**src/rtl/bidir_bus_ctrl_pkg.sv**
```systemverilog
// Shared definitions for the bidirectional pad bus controller:
// FSM states, register offsets, STATUS bit positions.
package bidir_bus_ctrl_pkg;

    typedef enum logic [2:0] {
        ST_IDLE,
        ST_WR_SETUP,
        ST_WR_STB,
        ST_WR_HOLD,
        ST_TURN,
        ST_RD_STB,
        ST_RD_END
    } state_e;

    localparam logic [7:0] OFS_DATA = 8'd0;
    localparam logic [7:0] OFS_CTRL = 8'd1;

    localparam int CTRL_START_WR = 0;
    localparam int CTRL_START_RD = 1;

    localparam int STAT_BUSY    = 0;
    localparam int STAT_DONE    = 1;
    localparam int STAT_TIMEOUT = 2;

    // Saturating 8-bit increment for the ack wait counter.
    function automatic logic [7:0] sat_inc8(input logic [7:0] v);
        return (v == 8'hFF) ? v : v + 8'd1;
    endfunction

endpackage

```
**src/rtl/bidir_bus_ctrl_sync2.sv**
```systemverilog
// Two-flop synchronizer for asynchronous pad/ack inputs.
// Parameterised width, synchronous active-high reset.
module bidir_bus_ctrl_sync2 #(
    parameter int W = 1
) (
    input  logic         clk,
    input  logic         reset,
    input  logic [W-1:0] d_i,
    output logic [W-1:0] q_o
);

    logic [W-1:0] meta_q;
    logic [W-1:0] sync_q;

    // Two back-to-back flops; only sync_q is used downstream.
    always_ff @(posedge clk) begin
        if (reset) begin
            meta_q <= '0;
            sync_q <= '0;
        end else begin
            meta_q <= d_i;
            sync_q <= meta_q;
        end
    end

    assign q_o = sync_q;

endmodule

```
**src/rtl/bidir_bus_ctrl.sv**
```systemverilog
// PicoBlaze port-mapped controller for an IOBUF pad bus.
// Strobe/ack write and read cycles, turnaround and ack timeout.
module bidir_bus_ctrl #(
    parameter int unsigned DATA_W      = 8,
    parameter logic [7:0]  BASE_ADDR   = 8'h10,
    parameter int unsigned TURN_CYC    = 2,
    parameter int unsigned ACK_TIMEOUT = 255
) (
    input  logic              clk,
    input  logic              reset,
    input  logic [7:0]        port_id,
    input  logic              write_strobe,
    input  logic              read_strobe,
    input  logic [7:0]        out_port,
    output logic [7:0]        in_port,
    output logic [DATA_W-1:0] pad_i,
    output logic [DATA_W-1:0] pad_t,
    input  logic [DATA_W-1:0] pad_o,
    output logic              ext_stb,
    output logic              ext_rnw,
    input  logic              ext_ack
);

    import bidir_bus_ctrl_pkg::*;

    localparam logic [7:0] ADDR_DATA = BASE_ADDR + OFS_DATA;
    localparam logic [7:0] ADDR_CTRL = BASE_ADDR + OFS_CTRL;
    localparam logic [7:0] ACK_LIM   = 8'(ACK_TIMEOUT);
    localparam logic [7:0] TURN_LAST = 8'(TURN_CYC - 1);
    localparam logic [DATA_W-1:0] PAD_REL = {DATA_W{1'b1}};

    state_e            state_q;
    logic [DATA_W-1:0] wr_data_q;
    logic [DATA_W-1:0] rd_data_q;
    logic [DATA_W-1:0] pad_i_q;
    logic [DATA_W-1:0] pad_t_q;
    logic              ext_stb_q;
    logic              ext_rnw_q;
    logic              done_q;
    logic              timeout_q;
    logic [7:0]        ack_cnt_q;
    logic [7:0]        ack_cnt_d;
    logic [7:0]        turn_q;
    logic [7:0]        in_port_q;
    logic [7:0]        in_port_d;
    logic [7:0]        status;
    logic [7:0]        rd_ext;

    logic [DATA_W-1:0] pad_s;
    logic              ack_s;

    logic sel_data;
    logic sel_ctrl;
    logic start_wr;
    logic start_rd;
    logic clr_flags;
    logic ack_expired;
    logic busy;

    bidir_bus_ctrl_sync2 #(.W(DATA_W)) u_sync_pad (
        .clk   (clk),
        .reset (reset),
        .d_i   (pad_o),
        .q_o   (pad_s)
    );

    bidir_bus_ctrl_sync2 #(.W(1)) u_sync_ack (
        .clk   (clk),
        .reset (reset),
        .d_i   (ext_ack),
        .q_o   (ack_s)
    );

    assign sel_data  = (port_id == ADDR_DATA);
    assign sel_ctrl  = (port_id == ADDR_CTRL);
    assign start_wr  = write_strobe && sel_ctrl && out_port[CTRL_START_WR];
    assign start_rd  = write_strobe && sel_ctrl && out_port[CTRL_START_RD];
    assign clr_flags = read_strobe && sel_ctrl;
    assign busy      = (state_q != ST_IDLE);

    // The compare looks at the incremented count so the strobe
    // stays high for exactly ACK_TIMEOUT cycles on a silent device.
    assign ack_cnt_d   = sat_inc8(ack_cnt_q);
    assign ack_expired = (ack_cnt_d == ACK_LIM);

    // Read-back mux, registered below every cycle.
    always_comb begin
        status = 8'h00;
        status[STAT_BUSY]    = busy;
        status[STAT_DONE]    = done_q;
        status[STAT_TIMEOUT] = timeout_q;
        rd_ext = 8'h00;
        rd_ext[DATA_W-1:0] = rd_data_q;
        in_port_d = 8'h00;
        if (sel_data) begin
            in_port_d = rd_ext;
        end else if (sel_ctrl) begin
            in_port_d = status;
        end
    end

    // Register the read data presented to the processor.
    always_ff @(posedge clk) begin
        if (reset) begin
            in_port_q <= 8'h00;
        end else begin
            in_port_q <= in_port_d;
        end
    end

    // Bus cycle FSM with registered pad and strobe outputs.
    always_ff @(posedge clk) begin
        if (reset) begin
            state_q   <= ST_IDLE;
            wr_data_q <= '0;
            rd_data_q <= '0;
            pad_i_q   <= '0;
            pad_t_q   <= PAD_REL;
            ext_stb_q <= 1'b0;
            ext_rnw_q <= 1'b1;
            done_q    <= 1'b0;
            timeout_q <= 1'b0;
            ack_cnt_q <= 8'h00;
            turn_q    <= 8'h00;
        end else begin
            if (write_strobe && sel_data) begin
                wr_data_q <= out_port[DATA_W-1:0];
            end
            if (clr_flags) begin
                done_q    <= 1'b0;
                timeout_q <= 1'b0;
            end
            unique case (state_q)
                ST_IDLE: begin
                    if (start_wr) begin
                        state_q   <= ST_WR_SETUP;
                        pad_t_q   <= '0;
                        pad_i_q   <= wr_data_q;
                        ext_rnw_q <= 1'b0;
                        done_q    <= 1'b0;
                        timeout_q <= 1'b0;
                    end else if (start_rd) begin
                        state_q   <= ST_RD_STB;
                        ext_stb_q <= 1'b1;
                        ack_cnt_q <= 8'h00;
                        done_q    <= 1'b0;
                        timeout_q <= 1'b0;
                    end
                end
                ST_WR_SETUP: begin
                    state_q   <= ST_WR_STB;
                    ext_stb_q <= 1'b1;
                    ack_cnt_q <= 8'h00;
                end
                ST_WR_STB: begin
                    if (ack_s) begin
                        state_q   <= ST_WR_HOLD;
                        ext_stb_q <= 1'b0;
                    end else if (ack_expired) begin
                        state_q   <= ST_TURN;
                        timeout_q <= 1'b1;
                        ext_stb_q <= 1'b0;
                        pad_t_q   <= PAD_REL;
                        pad_i_q   <= '0;
                        ext_rnw_q <= 1'b1;
                        turn_q    <= 8'h00;
                    end else begin
                        ack_cnt_q <= ack_cnt_d;
                    end
                end
                ST_WR_HOLD: begin
                    state_q   <= ST_TURN;
                    pad_t_q   <= PAD_REL;
                    pad_i_q   <= '0;
                    ext_rnw_q <= 1'b1;
                    turn_q    <= 8'h00;
                end
                ST_TURN: begin
                    if (turn_q == TURN_LAST) begin
                        state_q <= ST_IDLE;
                        if (!timeout_q) begin
                            done_q <= 1'b1;
                        end
                    end else begin
                        turn_q <= turn_q + 8'd1;
                    end
                end
                ST_RD_STB: begin
                    if (ack_s) begin
                        state_q   <= ST_RD_END;
                        rd_data_q <= pad_s;
                        ext_stb_q <= 1'b0;
                    end else if (ack_expired) begin
                        state_q   <= ST_IDLE;
                        timeout_q <= 1'b1;
                        ext_stb_q <= 1'b0;
                    end else begin
                        ack_cnt_q <= ack_cnt_d;
                    end
                end
                ST_RD_END: begin
                    state_q <= ST_IDLE;
                    done_q  <= 1'b1;
                end
                default: begin
                    state_q   <= ST_IDLE;
                    pad_t_q   <= PAD_REL;
                    pad_i_q   <= '0;
                    ext_stb_q <= 1'b0;
                    ext_rnw_q <= 1'b1;
                end
            endcase
        end
    end

    assign in_port = in_port_q;
    assign pad_i   = pad_i_q;
    assign pad_t   = pad_t_q;
    assign ext_stb = ext_stb_q;
    assign ext_rnw = ext_rnw_q;

endmodule

```
**config.mk**
```make
export PLATFORM = sky130hd
export DESIGN_NAME = bidir_bus_ctrl
export DESIGN_NICKNAME = d
export VERILOG_FILES = /design/src/rtl/bidir_bus_ctrl_pkg.sv /design/src/rtl/bidir_bus_ctrl_sync2.sv /design/src/rtl/bidir_bus_ctrl.sv
export SDC_FILE = /design/constraint.sdc
export NUM_CORES = 1
export LEC_CHECK = 0
export ABC_AREA = 1
export CAP_MARGIN = 40
export CORE_ASPECT_RATIO = 1.5
export CORE_MARGIN = 4
export CORE_UTILIZATION = 53
export CTS_CLUSTER_SIZE = 25
export DETAILED_ROUTE_END_ITERATION = 8
export GPL_ROUTABILITY_DRIVEN = 0
export HOLD_SLACK_MARGIN = 0.03
export PLACE_DENSITY = 0.8
export REMOVE_ABC_BUFFERS = 1
export SETUP_SLACK_MARGIN = 0.15
export SLEW_MARGIN = 20
export SYNTH_ARGS = -nofsm -noshare
export SYNTH_HDL_FRONTEND = slang
export SYNTH_SLANG_ARGS = --single-unit
export TNS_END_PERCENT = 5
```
**constraint.sdc**
```tcl
create_clock -name clk -period 2.6 [get_ports clk]
set_clock_uncertainty 0.2 [all_clocks]
set_input_delay 0.26 -clock clk [delete_from_list [all_inputs] [get_ports clk]]
set_output_delay 0.26 -clock clk [all_outputs]
set_load 0.02 [all_outputs]
```
# ---- Word level (Yosys, flattened, before mapping)
# Cells that the tools add are included.
dict set report classes {
  n_lt_le_gt_ge 0
  div_mod_pow 0
  eq_ne 24
  shift 0
  reduce_logical 18
  bitwise 2
  muxes 47
  add_sub_neg 2
  n_mul 0
}
# cell count
set ops {}
lappend ops {{$mux W8} 13}
lappend ops {{$pmux W8 S3} 4}
lappend ops {{$mux W3} 8}
lappend ops {{$ne A2 B2 Y1 const B} 9}
lappend ops {{$pmux W3 S6} 1}
lappend ops {{$mux W1} 17}
lappend ops {{$add A8 B1 Y8 const B} 2}
lappend ops {{$eq A8 B5 Y1 const B} 2}
lappend ops {{$eq A8 B8 Y1 const B} 2}
lappend ops {{$reduce_and A4 Y1} 4}
lappend ops {{$eq A3 B3 Y1 const B} 3}
lappend ops {{$reduce_bool A3 Y1} 3}
lappend ops {{$eq A8 B1 Y1 const B} 1}
lappend ops {{$eq A3 B2 Y1 const B} 2}
lappend ops {{$ne A3 B2 Y1 const B} 2}
lappend ops {{$pmux W1 S3} 2}
lappend ops {{$logic_and A1 B1 Y1} 5}
lappend ops {{$reduce_and A5 Y1} 1}
lappend ops {{$pmux W1 S4} 1}
lappend ops {{$reduce_or A4 Y1} 1}
lappend ops {{$eq A3 B1 Y1 const B} 1}
lappend ops {{$logic_not A3 Y1} 1}
lappend ops {{$ne A3 B1 Y1 const B} 1}
lappend ops {{$ne A3 B3 Y1 const B} 1}
lappend ops {{5 further kinds} 6}
dict set report totals {
  n_memories 0
  in_bits 29
  latch_bits 0
  reg_bits 81
  word_cells 109
  mem_bits_ro 0
  mem_bits_rw 0
  output_inout_bits 26
}

# ---- Logic depth before layout (Yosys ltp)
# Gate-level depths: netlist (run 1).
dict set report depth {
  ltp_word 6
  ltp_mapped 15
  ltp_nobuf 15
}

# ---- Hierarchy
# A second synthesis (run 1) with hierarchy kept.
dict set report unflattened {
  hier_cells 460
  hier_area_um2 3413.3
}
# mod instances area_per_inst_um2 cells_per_inst seq_area_each_um2
set by_module_without_submodules {}
lappend by_module_without_submodules {bidir_bus_ctrl 1 2884.0 404 1101.1}
lappend by_module_without_submodules {{bidir_bus_ctrl_sync2 at u_sync_pad} 1 474.2 50 320.3}
lappend by_module_without_submodules {{bidir_bus_ctrl_sync2 at u_sync_ack} 1 55.1 6 40.0}

# ---- Least setup slack after synthesis (run 1)
# No wires, ideal clock.
dict set report synth_path {
  kind {register -> register}
  start {reg ack_cnt_q[0]}
  end {reg ack_cnt_q[1]}
  required_time_ps 2287
  arrival_ps 1628
  path_buffers 0
  path_slack_ps 659
  setup_time_ps 113
  stages_incl_launch_ff 15
  period_less_slack_ps 1941
  cell_sequence {dfxtp_1 ha_1 nand3_2 inv_2 nand2_4 nand2_1 nand3_2 nor2_4 nand2_2 nand2_1 nand2_2 nand2_4 nand2_1 nand2_1 nor2_1}
}
dict set report synth_via {
  elab_chain_len 5
  word_cells_on_any_way 9
  classes_between {add/sub: 1; eq/ne: 3; mux: 4; reduce/logical: 1}
}
# element line
set synth_lines {}
lappend synth_lines {{start: declaration} bidir_bus_ctrl.sv:41} ;# logic [7:0] ack_cnt_q;
lappend synth_lines {{start signal: assignment} bidir_bus_ctrl.sv:168} ;# ack_cnt_q <= ack_cnt_d;
lappend synth_lines {{start signal: assignment} bidir_bus_ctrl.sv:198} ;# ack_cnt_q <= ack_cnt_d;
lappend synth_lines {{$add A8 B1 Y8 or $eq A8 B8 Y1 (tied branches)} bidir_bus_ctrl_pkg.sv:27} ;# return (v == 8'hFF) ? v : v + 8'd1;
lappend synth_lines {{$mux W8 *} bidir_bus_ctrl_pkg.sv:27}
lappend synth_lines {{$eq A8 B8 Y1 or $mux W8 (tied branches)} {bidir_bus_ctrl.sv:84, bidir_bus_ctrl.sv:159, bidir_bus_ctrl.sv:193}}
lappend synth_lines {{$ne A2 B2 Y1 (no source line) or $mux W8 (tied branches)} n/a}
lappend synth_lines {{$reduce_and A5 Y1 (no source line) or $pmux W8 S3 (tied branches)} n/a}
# Every way passes the cells marked *; elsewhere a longest branch is shown, timed or not. The select of a mux whose other input is x is not followed.
# A chain may end at the register's enable or synchronous reset.

# ---- Worst setup path in the final report (run 1)
dict set report layout_path {
  start {reg ack_cnt_q[1]}
  end {reg pad_i_q[7], in the netlist pad_i[7]}
}
dict set report layout_via {
  elab_chain_len 5
  word_cells_on_any_way 6
  classes_between {add/sub: 1; eq/ne: 3; mux: 1; reduce/logical: 1}
}
# element line
set layout_lines {}
lappend layout_lines {{$add A8 B1 Y8 or $eq A8 B8 Y1 (tied branches)} bidir_bus_ctrl_pkg.sv:27}
lappend layout_lines {{$mux W8 *} bidir_bus_ctrl_pkg.sv:27}
lappend layout_lines {{$eq A8 B8 Y1 *} bidir_bus_ctrl.sv:84} ;# assign ack_expired = (ack_cnt_d == ACK_LIM);
lappend layout_lines {{$ne A2 B2 Y1 (no source line) *} n/a}
lappend layout_lines {{$reduce_and A4 Y1 (no source line) *} n/a}
lappend layout_lines {{end signal: assignment} bidir_bus_ctrl.sv:138} ;# pad_i_q <= wr_data_q;
lappend layout_lines {{end: declaration} bidir_bus_ctrl.sv:35} ;# logic [DATA_W-1:0] pad_i_q;
# Every way passes the cells marked *; elsewhere a longest branch is shown, timed or not.

==> results.ini, run 1 <==
[synth]
synth_top_area_share_pct = 43.6
synthAdderAreaFrac_pct = 1.12
synth_cells = 478
yosys-mux-area-fraction_pct = 0
yosys.area.top_type = dfxtp_1
synth-seq-area-share_pct = 43.6
synthXorXnorAreaFrac_pct = 0.523
ys_seq_elements = 73
yosysMostFrequentCell = nand2_1
ys_top_cells_by_area = dfxtp_1 44%, nand2_1 10%, inv_1 8.6%, nor2_1 7.3%, nand3_1 6.7%
synth_edf_count = 0
yosysUniqueCellTypes = 28
synth_commonest_cells = 89 x nand2_1, 77 x inv_1, 73 x dfxtp_1
ys.flop_type = dfxtp_1
syn_avg_cell_area_sq_um = 7.00
yosys_warnings = 0
async_reset_ff_share_pct = 0
synth_area_sq_um = 3350
synth-simple-area-share_pct = 32.5
synth_top_family_by_area = simple AND/OR/NAND/NOR gates
synth_compound_area_share_pct = 10.1

[critical_path]
cp_slowest_cell = dfxtp_1
cp-start-kind = flip-flop
cpMostUsedCell = nand2_1
cp-end-kind = flip-flop
path_class = flip-flop to flip-flop
critical-path-top-delay-family = simple AND/OR/NAND/NOR gates
worstPathRequired_ps = 2620
cp_data_arrival_time_ps = 2280
timing.critical_path.buf_inv = 1
crit_path_cell_trace = ha_1 > nand3_2 > inv_2 > nand2_4 > nand2_1 > nand2_1 > nor2_4 > nand3_2 > nand2_4 > nand2_2 > nand2_1 > a21oi_1
crit_path_max_incr_delay_ps = 390
crit_fanout = 15

[clock_network]
clk_pin_slew_ps = 90
ctsLongestPathBuffers = 2
cts_resized = 0
cts_tree = yes
ctsHoldBuffers = 0
htreeDepth = 3
cts_root_buf = clkbuf_8
worst_skew_pair.late_latency_ps = 350
cts_sinks = 73
cts_setup_buffers = 0
cts_made_buffers = 9

[global_route]
grt_max_degree = 34
grt_remaining_overflow = 0
grt_first_pass_wirelength_um = 12900
antenna_found_initial = 0
grt_usage_pct = 21.1
grt_pass1_vias = 3044

[drt]
detail-route-antenna-nets = 0
drt_iter0_drc = 144
wl_met1_um = 3070
vias_per_cell = 5.11
routedWlPerCell_um = 12.1
finalWirelength_um = 7370
wl_met3_um = 371
drtPass1Iterations = 5
post-route-drc-count = 0
vias = 3104
dr_wl_met2_um = 3700
top_layer_used = met4

[placed_design]
io_buffers = 54
hpwlAfterDp_um = 5430

[timing]
tightest_slew_ps = 548
fin_crit_ps = 2260
setup_tns_ps = 0
max_slew_margin_pct = 63.4
finalCritPeriodShare_pct = 86.9
maxSlewViolCount = 0
fmax_ghz = 0.443
rsz0062_at_grt = no
final-setup-viol-count = 0
hold_viol = 0

[die]
initial_core_util_pct = 54.6
die_h_um = 105
coreArea_sq_um = 6130
rows = 35
die_w_um = 72.9
dieArea_sq_um = 7680
io_pins = 55

[final_layout]
syn2layout_area_growth_pct = 22.6
diodes = 0
layout.nets = 561
fin_util_pct = 67.0
drive_above_1_share_pct = 8.80

[pwr]
power.density_nw_per_um2 = 889
leakage_nw = 1.71
vdd_drop_max_uv = 656

[outcome]
status = finished clean

[job]
cap_violations = 0

[min_path]
hp-class = flip-flop to flip-flop

## cells by family (layout without fill, tap and decap cells)
group / after synthesis / after routing
and+or+nand+nor: 235 / 235
DFF: 73 / 73
buffers and inverters: 98 / 154
xor gates and xnor gates: 2 / 2
AOI/OAI and AO/OA: 67 / 67
adders and majority gates: 3 / 3
## sequential cells by signal (all words and copies together), names as in the netlist
signal / count
pad_i: 8
in_port: 8
u_sync_ack.meta_q: 1
rd_data_q: 8
ack_cnt_q: 8
u_sync_pad.meta_q: 8
done_q: 1
wr_data_q: 8
u_sync_ack.q_o: 1
ext_stb: 1
u_sync_pad.q_o: 8
timeout_q: 1
state_q: 3
turn_q: 8
pad_t: 1
## cell type report
| type | instances | area, sq um |
|---|---|---|
| fill | 536 | 2030 |
| multi-input combinational | 307 | 1480 |
| sequential | 73 | 1460 |
| timing repair buffer | 59 | 591 |
| inverter | 79 | 297 |
| clock buffer | 9 | 124 |
| tap | 74 | 92.6 |
| clock inverter | 7 | 61.3 |
## stage by stage
stage / power (W) / setup WS (ps) / hold WS (ps) / std cells / cell area [sq um]
after global placement: 0.00281 / 336 / 190 / 592 / 3920
after CTS: 0.00366 / 351 / 203 / 608 / 4110
after detailed placement: 0.00284 / 276 / 193 / 592 / 3920
after floorplan: 0.00240 / 626 / 129 / 459 / 3240
after global routing: 0.00395 / 157 / 209 / 608 / 4110
final: 0.00365 / 340 / 195 / 608 / 4110
## cells in the final DEF (no fill, tap or decap), types with 2 or more instances in the layout
| master | count |
|---|---|
| ha_1 | 3 |
| nand2_1 | 89 |
| or2_2 | 3 |
| buf_4 | 4 |
| nand4_1 | 5 |
| nand2_2 | 6 |
| dfxtp_1 | 73 |
| nand3_2 | 5 |
| inv_2 | 2 |
| clkdlybuf4s50_1 | 54 |
| nor2_1 | 65 |
| nand2_4 | 3 |
| inv_1 | 77 |
| nor2_2 | 2 |
| o21ai_0 | 27 |
| clkinvlp_4 | 2 |
| nor3_1 | 5 |
| a21oi_1 | 38 |
| nor2_4 | 4 |
| nand3_1 | 45 |
| clkbuf_8 | 9 |
| inv_6 | 3 |
## per-layer routing
| metal | global-route usage [%] | vias up |
|---|---|---|
| li1 | - | 1591 |
| met1 | 23.2 | 1400 |
| met2 | 37.3 | 91 |
| met3 | 5.15 | 22 |
| met4 | 9.23 | 0 |
| met5 | 0 | - |
## worst paths after layout
path / startpoint / end / slack, ps / cells past startpoint
setup / recovery: ack_cnt_q[1] / pad_i[7] / 340 / 12
setup reg to reg: ack_cnt_q[1] / pad_i[7] / 340 / 12
hold reg to reg: u_sync_pad.meta_q[5] / u_sync_pad.q_o[5] / 200 / 2
hold / removal: u_sync_pad.meta_q[5] / u_sync_pad.q_o[5] / 200 / 2
## report_power, final
group	total, W	switching, W	internal (W)
clock network	0.000824	0.000460	0.000364
registers	0.00137	0.000126	0.00125
logic	0.00146	0.000936	0.000520
total	0.00365	0.00152	0.00213
## worst register-to-register path, delay by kind of cell (launching register included)
kind                       cells  cell delay, ps
buffers and inverters          1             120
DFF                            1             390
adders and majority gates      1             250
AOI/OAI and AO/OA              1              60
and+or+nand+nor                9            1110
No activity file was read; power rests on OpenSTA's default activity.
==> run 2: changes to the inputs <==
Settings changed: GPL_TIMING_DRIVEN from default to 0.
Clock period 2.6 ns to 2.2 ns, I/O delays scaled along.
==> run 2 against run 1 <==
Routed wire length rose by 9.0%. Clock power is 30% higher. Highest routed layer unchanged. Global-route usage up 0.38 points. Utilization rose by 4.0 points. First-iteration DRC count is 43% higher. Register-to-register slack got worse by 270 ps. Worst hold slack got worse by 34 ps. Design area is 6.0% higher. Worst setup slack worse by 270 ps. Combinational power grew 40%. Cell count increased by 0.99%. Sequential cell count unchanged.
==> results.ini, run 2 (same netlist as run 1, synthesis figures left out) <==
[die]
die_w_um = 72.9  ; unchanged
dieArea_sq_um = 7680  ; unchanged
die_h_um = 105  ; unchanged
coreArea_sq_um = 6130  ; unchanged
io_pins = 55  ; unchanged
rows = 35  ; unchanged
initial_core_util_pct = 54.6  ; unchanged

[min_path]
hp-class = input pin to flip-flop  ; was flip-flop to flip-flop

[final_layout]
layout.nets = 567  ; was 561
drive_above_1_share_pct = 13.5  ; was 8.80%
fin_util_pct = 71.0  ; was 67.0%
final_area_sq_um = 4350  ; was 4110 sq um
syn2layout_area_growth_pct = 29.9  ; was 22.6%
layout_commonest_cell = nand2_1  ; unchanged
diodes = 0  ; unchanged
layout_common_cells = 81 x nand2_1, 76 x inv_1, 68 x dfxtp_1, 62 x nor2_1, 53 x clkdlybuf4s50_1  ; was 89 x nand2_1, 77 x inv_1, 73 x dfxtp_1, 65 x nor2_1, 54 x clkdlybuf4s50_1

[drt]
routedWlPerCell_um = 13.1  ; was 12.1 um
drtPass1Iterations = 4  ; was 5
finalWirelength_um = 8030  ; was 7370 um
vias = 3156  ; was 3,104
post-route-drc-count = 0  ; unchanged
vias_per_cell = 5.14  ; was 5.11
drt_iter0_drc = 206  ; was 144
detail-route-antenna-nets = 0  ; unchanged

[clock_network]
ctsHoldBuffers = 0  ; unchanged
cts_sinks = 73  ; unchanged
cts_root_buf = clkbuf_8  ; unchanged
ctsLongestPathBuffers = 2  ; unchanged
clk_pin_slew_ps = 80  ; was 90 ps
cts_made_buffers = 9  ; unchanged
cts_tree = yes  ; unchanged
worst_skew_pair.late_latency_ps = 350  ; about the same
htreeDepth = 3  ; unchanged

[outcome]
status = finished clean  ; unchanged

[placed_design]
hpwlAfterDp_um = 5190  ; was 5430 um
placed_area_sq_um = 3880  ; was 3920 sq um
io_buffers = 54  ; unchanged

[pwr]
switching_share_pct = 42.0  ; was 41.7%
leakage_nw = 1.78  ; was 1.71 nW
p_int_w = 0.00278  ; was 0.00213 W
vdd_drop_max_uv = 735  ; was 656 uV
seqPwrFrac_pct = 34.7  ; was 37.5%
total_power_w = 0.00479  ; was 0.00365 W
pwr-share-clk_pct = 22.3  ; was 22.6%
power.density_nw_per_um2 = 1100  ; was 889 nW/um^2
power_frac_comb_pct = 42.9  ; was 39.9%
p_sw_w = 0.00201  ; was 0.00152 W

[timing]
finalCritPeriodShare_pct = 96.8  ; was 86.9%
fmax_ghz = 0.470  ; was 0.443 GHz
final-setup-viol-count = 0  ; unchanged
fin_crit_ps = 2130  ; was 2260 ps
rsz0062_at_grt = yes  ; was no
maxSlewViolCount = 0  ; unchanged
hold_viol = 0  ; unchanged
max_slew_margin_pct = 58.7  ; was 63.4%
hold_ws_ps = 161  ; was 195 ps
tightest_slew_ps = 620  ; was 548 ps

[critical_path]
reg2reg_slack_ps = 70  ; was 340 ps
worstPathRequired_ps = 2210  ; was 2620 ps
cp_data_arrival_time_ps = 2140  ; was 2280 ps
cp-end-kind = flip-flop  ; unchanged
timing.critical_path.buf_inv = 0  ; was 1
critical-path-top-delay-family = simple AND/OR/NAND/NOR gates  ; unchanged
crit_fanout = 9  ; was 15
cp-start-kind = flip-flop  ; unchanged
cp_slowest_cell = dfxtp_1  ; unchanged
path_class = flip-flop to flip-flop  ; unchanged
crit_path_max_incr_delay_ps = 480  ; was 390 ps
crit_path_cell_trace = nand3_1 > o21ai_2 > nand3_4 > nor2_4 > nand3_4 > nand2_8 > nand2_8 > nand2_1 > a21oi_1  ; was ha_1 > nand3_2 > inv_2 > nand2_4 > nand2_1 > nand2_1 > nor2_4 > nand3_2 > nand2_4 > nand2_2 > nand2_1 > a21oi_1

[global_route]
grt_max_degree = 35  ; was 34
grt_remaining_overflow = 0  ; unchanged
grt_first_pass_wirelength_um = 13100  ; was 12,900 um
grt_usage_pct = 21.5  ; was 21.1%
antenna_found_initial = 0  ; unchanged
grt_pass1_vias = 3068  ; was 3,044

[job]
cap_violations = 0  ; unchanged

==> run 2: changes by cell type in the layout (fill, tap and decap cells not counted), sizes merged <==
| cell | change |
|---|---|
| buf | +5 |
| inv | -2 |
| nand2 | +2 |
| bufinv | +1 |
| clkdlybuf4s50 | -1 |
| clkinv | +1 |
==> run 2: layer usage <==
metal  up-vias  routed length (um)  part of all wire (%)  GRT usage, %
met2        83                4290                    53          37.5
met1      1443                3080                    38          23.0
met3        23                 410                   5.1          6.20
met5         -                   0                     0             0
li1       1607                   -                     -             -
met4         0                 255                   3.2          10.2
==> run 2: timing repair <==
item                       4_1_cts  5_1_grt
resized for setup               21       21
setup endpoints to repair       28       36
buffers inserted                 3        5
pin swaps                        4       10
gates cloned                     2        0
==> run 2: worst paths after layout <==
check                                           from                    to  cells after the start
worst min-delay path                           reset  u_sync_pad.meta_q[7]                      2
worst max register to register          ack_cnt_q[3]              pad_i[2]                      9
worst max-delay path                    ack_cnt_q[3]              pad_i[2]                      9
worst min register to register  u_sync_pad.meta_q[4]     u_sync_pad.q_o[4]                      2
==> run 2: stage by stage <==
stage                     TNS, ps  setup WS, ps  std cells
after floorplan                 0           226        459
after global placement     -40950         -1250        587
after detailed placement    -4860          -369        588
after CTS                       0           133        609
after global routing         -170         -31.2        614
final                           0          71.2        614
==> run 2: final cells by class <==
type / count / area, sq um
Multi-Input combinational cell: 309 / 1660
Tap cell: 74 / 92.6
Fill cell: 502 / 1780
Inverter: 79 / 299
Timing Repair Buffer: 63 / 623
Clock buffer: 9 / 124
Clock inverter: 7 / 78.8
Sequential cell: 73 / 1470
==> run 2: power groups by stage <==
stage               Sequential [W]  Combinational [W]  Clock (W)
floorplan                  0.00168            0.00115          0
global placement           0.00164            0.00163          0
detailed placement         0.00165            0.00165          0
CTS                        0.00164            0.00189    0.00109
global route               0.00169            0.00228    0.00115
finish                     0.00166            0.00205    0.00107
==> run 3: changes to the inputs <==
Settings changed: GPL_ROUTABILITY_DRIVEN 0 to default, SLEW_MARGIN 20 to default.
==> run 3 against run 2 <==
Sequential cell count did not move. Maximum frequency grew 1.4%. Largest power group unchanged. Worst hold slack gained 6.2 ps.
==> results.ini, run 3 (same netlist as run 1, synthesis figures left out) <==
[drt]
detail-route-antenna-nets = 0  ; unchanged
drtPass1Iterations = 4  ; unchanged
finalWirelength_um = 7890  ; was 8030 um
routedWlPerCell_um = 12.8  ; was 13.1 um
drt_iter0_drc = 143  ; was 206
vias_per_cell = 5.11  ; was 5.14
vias = 3142  ; was 3,156
post-route-drc-count = 0  ; unchanged

[final_layout]
syn2layout_area_growth_pct = 30.6  ; was 29.9%
layout_commonest_cell = nand2_1  ; unchanged
drive_above_1_share_pct = 15.0  ; was 13.5%
layout.nets = 568  ; was 567
diodes = 0  ; unchanged
layout_common_cells = 79 x nand2_1, 76 x inv_1, 67 x dfxtp_1, 61 x nor2_1, 53 x clkdlybuf4s50_1  ; was 81 x nand2_1, 76 x inv_1, 68 x dfxtp_1, 62 x nor2_1, 53 x clkdlybuf4s50_1

[die]
rows = 35  ; unchanged
coreArea_sq_um = 6130  ; unchanged
io_pins = 55  ; unchanged
dieArea_sq_um = 7680  ; unchanged
die_w_um = 72.9  ; unchanged
initial_core_util_pct = 54.6  ; unchanged
die_h_um = 105  ; unchanged

[global_route]
antenna_found_initial = 0  ; unchanged
grt_usage_pct = 21.2  ; was 21.5%
grt_max_degree = 29  ; was 35
grt_pass1_vias = 3115  ; was 3,068
grt_remaining_overflow = 0  ; unchanged
grt_first_pass_wirelength_um = 13000  ; was 13,100 um

[timing]
setup_tns_ps = 0  ; unchanged
fin_crit_ps = 2100  ; was 2130 ps
rsz0062_at_grt = yes  ; unchanged
hold_viol = 0  ; unchanged
maxSlewViolCount = 0  ; unchanged
fmax_ghz = 0.476  ; was 0.470 GHz
final-setup-viol-count = 0  ; unchanged
tightest_slew_ps = 665  ; was 620 ps
finalCritPeriodShare_pct = 95.4  ; was 96.8%
max_slew_margin_pct = 55.7  ; was 58.7%
fin_ws_ps = 101  ; was 71.2 ps

[clock_network]
cts_made_buffers = 9  ; unchanged
cts_tree = yes  ; unchanged
worst_skew_pair.late_latency_ps = 360  ; was 350 ps
cts_sinks = 73  ; unchanged
htreeDepth = 3  ; unchanged
clk_pin_slew_ps = 80  ; about the same
ctsHoldBuffers = 0  ; unchanged
ctsLongestPathBuffers = 2  ; unchanged
cts_root_buf = clkbuf_8  ; unchanged

[critical_path]
crit_fanout = 8  ; was 9
path_class = flip-flop to flip-flop  ; unchanged
cp-start-kind = flip-flop  ; unchanged
cp_data_arrival_time_ps = 2160  ; was 2140 ps
cp-end-kind = flip-flop  ; unchanged
worstPathRequired_ps = 2260  ; was 2210 ps

[pwr]
leakage_nw = 1.76  ; was 1.78 nW
total_power_w = 0.00468  ; was 0.00479 W
vdd_drop_max_uv = 895  ; was 735 uV
power.density_nw_per_um2 = 1070  ; was 1100 nW/um^2

[placed_design]
io_buffers = 54  ; unchanged
hpwlAfterDp_um = 5260  ; was 5190 um
dpl_worst_slack_ps = -382  ; was -369 ps
routabilityCongestion = 0.873

[job]
cap_violations = 0  ; unchanged

[min_path]
hp-class = input pin to flip-flop  ; unchanged

[outcome]
status = finished clean  ; unchanged

## run 3: where the power goes
| group | switching, W | total (W) | internal, W |
|---|---|---|---|
| sequential | 0.000180 | 0.00167 | 0.00149 |
| clock | 0.000553 | 0.000980 | 0.000427 |
| combinational | 0.00127 | 0.00203 | 0.000755 |
## run 3: metal layers
| metal | wire length, um | global-route usage [%] |
|---|---|---|
| met5 | 0 | 0 |
| met4 | 170 | 9.37 |
| met3 | 438 | 7.44 |
| met1 | 3180 | 22.1 |
| met2 | 4110 | 37.3 |
## run 3: path summary, 6_finish.rpt
check / from / endpoint / slack (ps) / cells past startpoint
max: ack_cnt_q[1] / turn_q[1] / 100 / 13
min: ext_ack / u_sync_ack.meta_q / 170 / 3
max reg2reg: ack_cnt_q[1] / turn_q[1] / 100 / 13
min reg2reg: u_sync_pad.meta_q[4] / u_sync_pad.q_o[4] / 200 / 2
## run 3: area by class of cell
type                       instances  area (sq um)
clock inverter                     7          61.3
fill                             494          1760
sequential                        73          1470
clock buffer                       9           124
inverter                          79           299
multi-input combinational        309          1660
timing repair buffer              64           658
tap                               74          92.6
## run 3: repair_timing
item	in CTS	in global routing
endpoints found under the setup margin	30	38
resized for setup	11	39
pin swaps	5	19
cloned	2	0
setup buffers	6	2
## run 3: stage by stage
step | std cells | hold WS, ps | utilization [%] | area [sq um]
floorplan | 459 | 89.1 | - | 3240
global placement | 587 | 191 | 63.1 | 3870
detailed placement | 589 | 195 | 63.8 | 3910
CTS | 613 | 153 | 68.5 | 4200
global route | 615 | 170 | 71.3 | 4370
finish | 615 | 168 | 71.3 | 4370
## run 3: critical path: stages, from the launching register on
cell	delay [ps]
dfxtp_4	380
ha_4	160
nand3_4	110
inv_4	110
nand2_8	80
nand2_1	130
nand2_2	80
nor2_4	180
nand3_4	130
nand2_4	120
buf_6	110
nand3_2	50
nand2_1	90
nor2_1	40
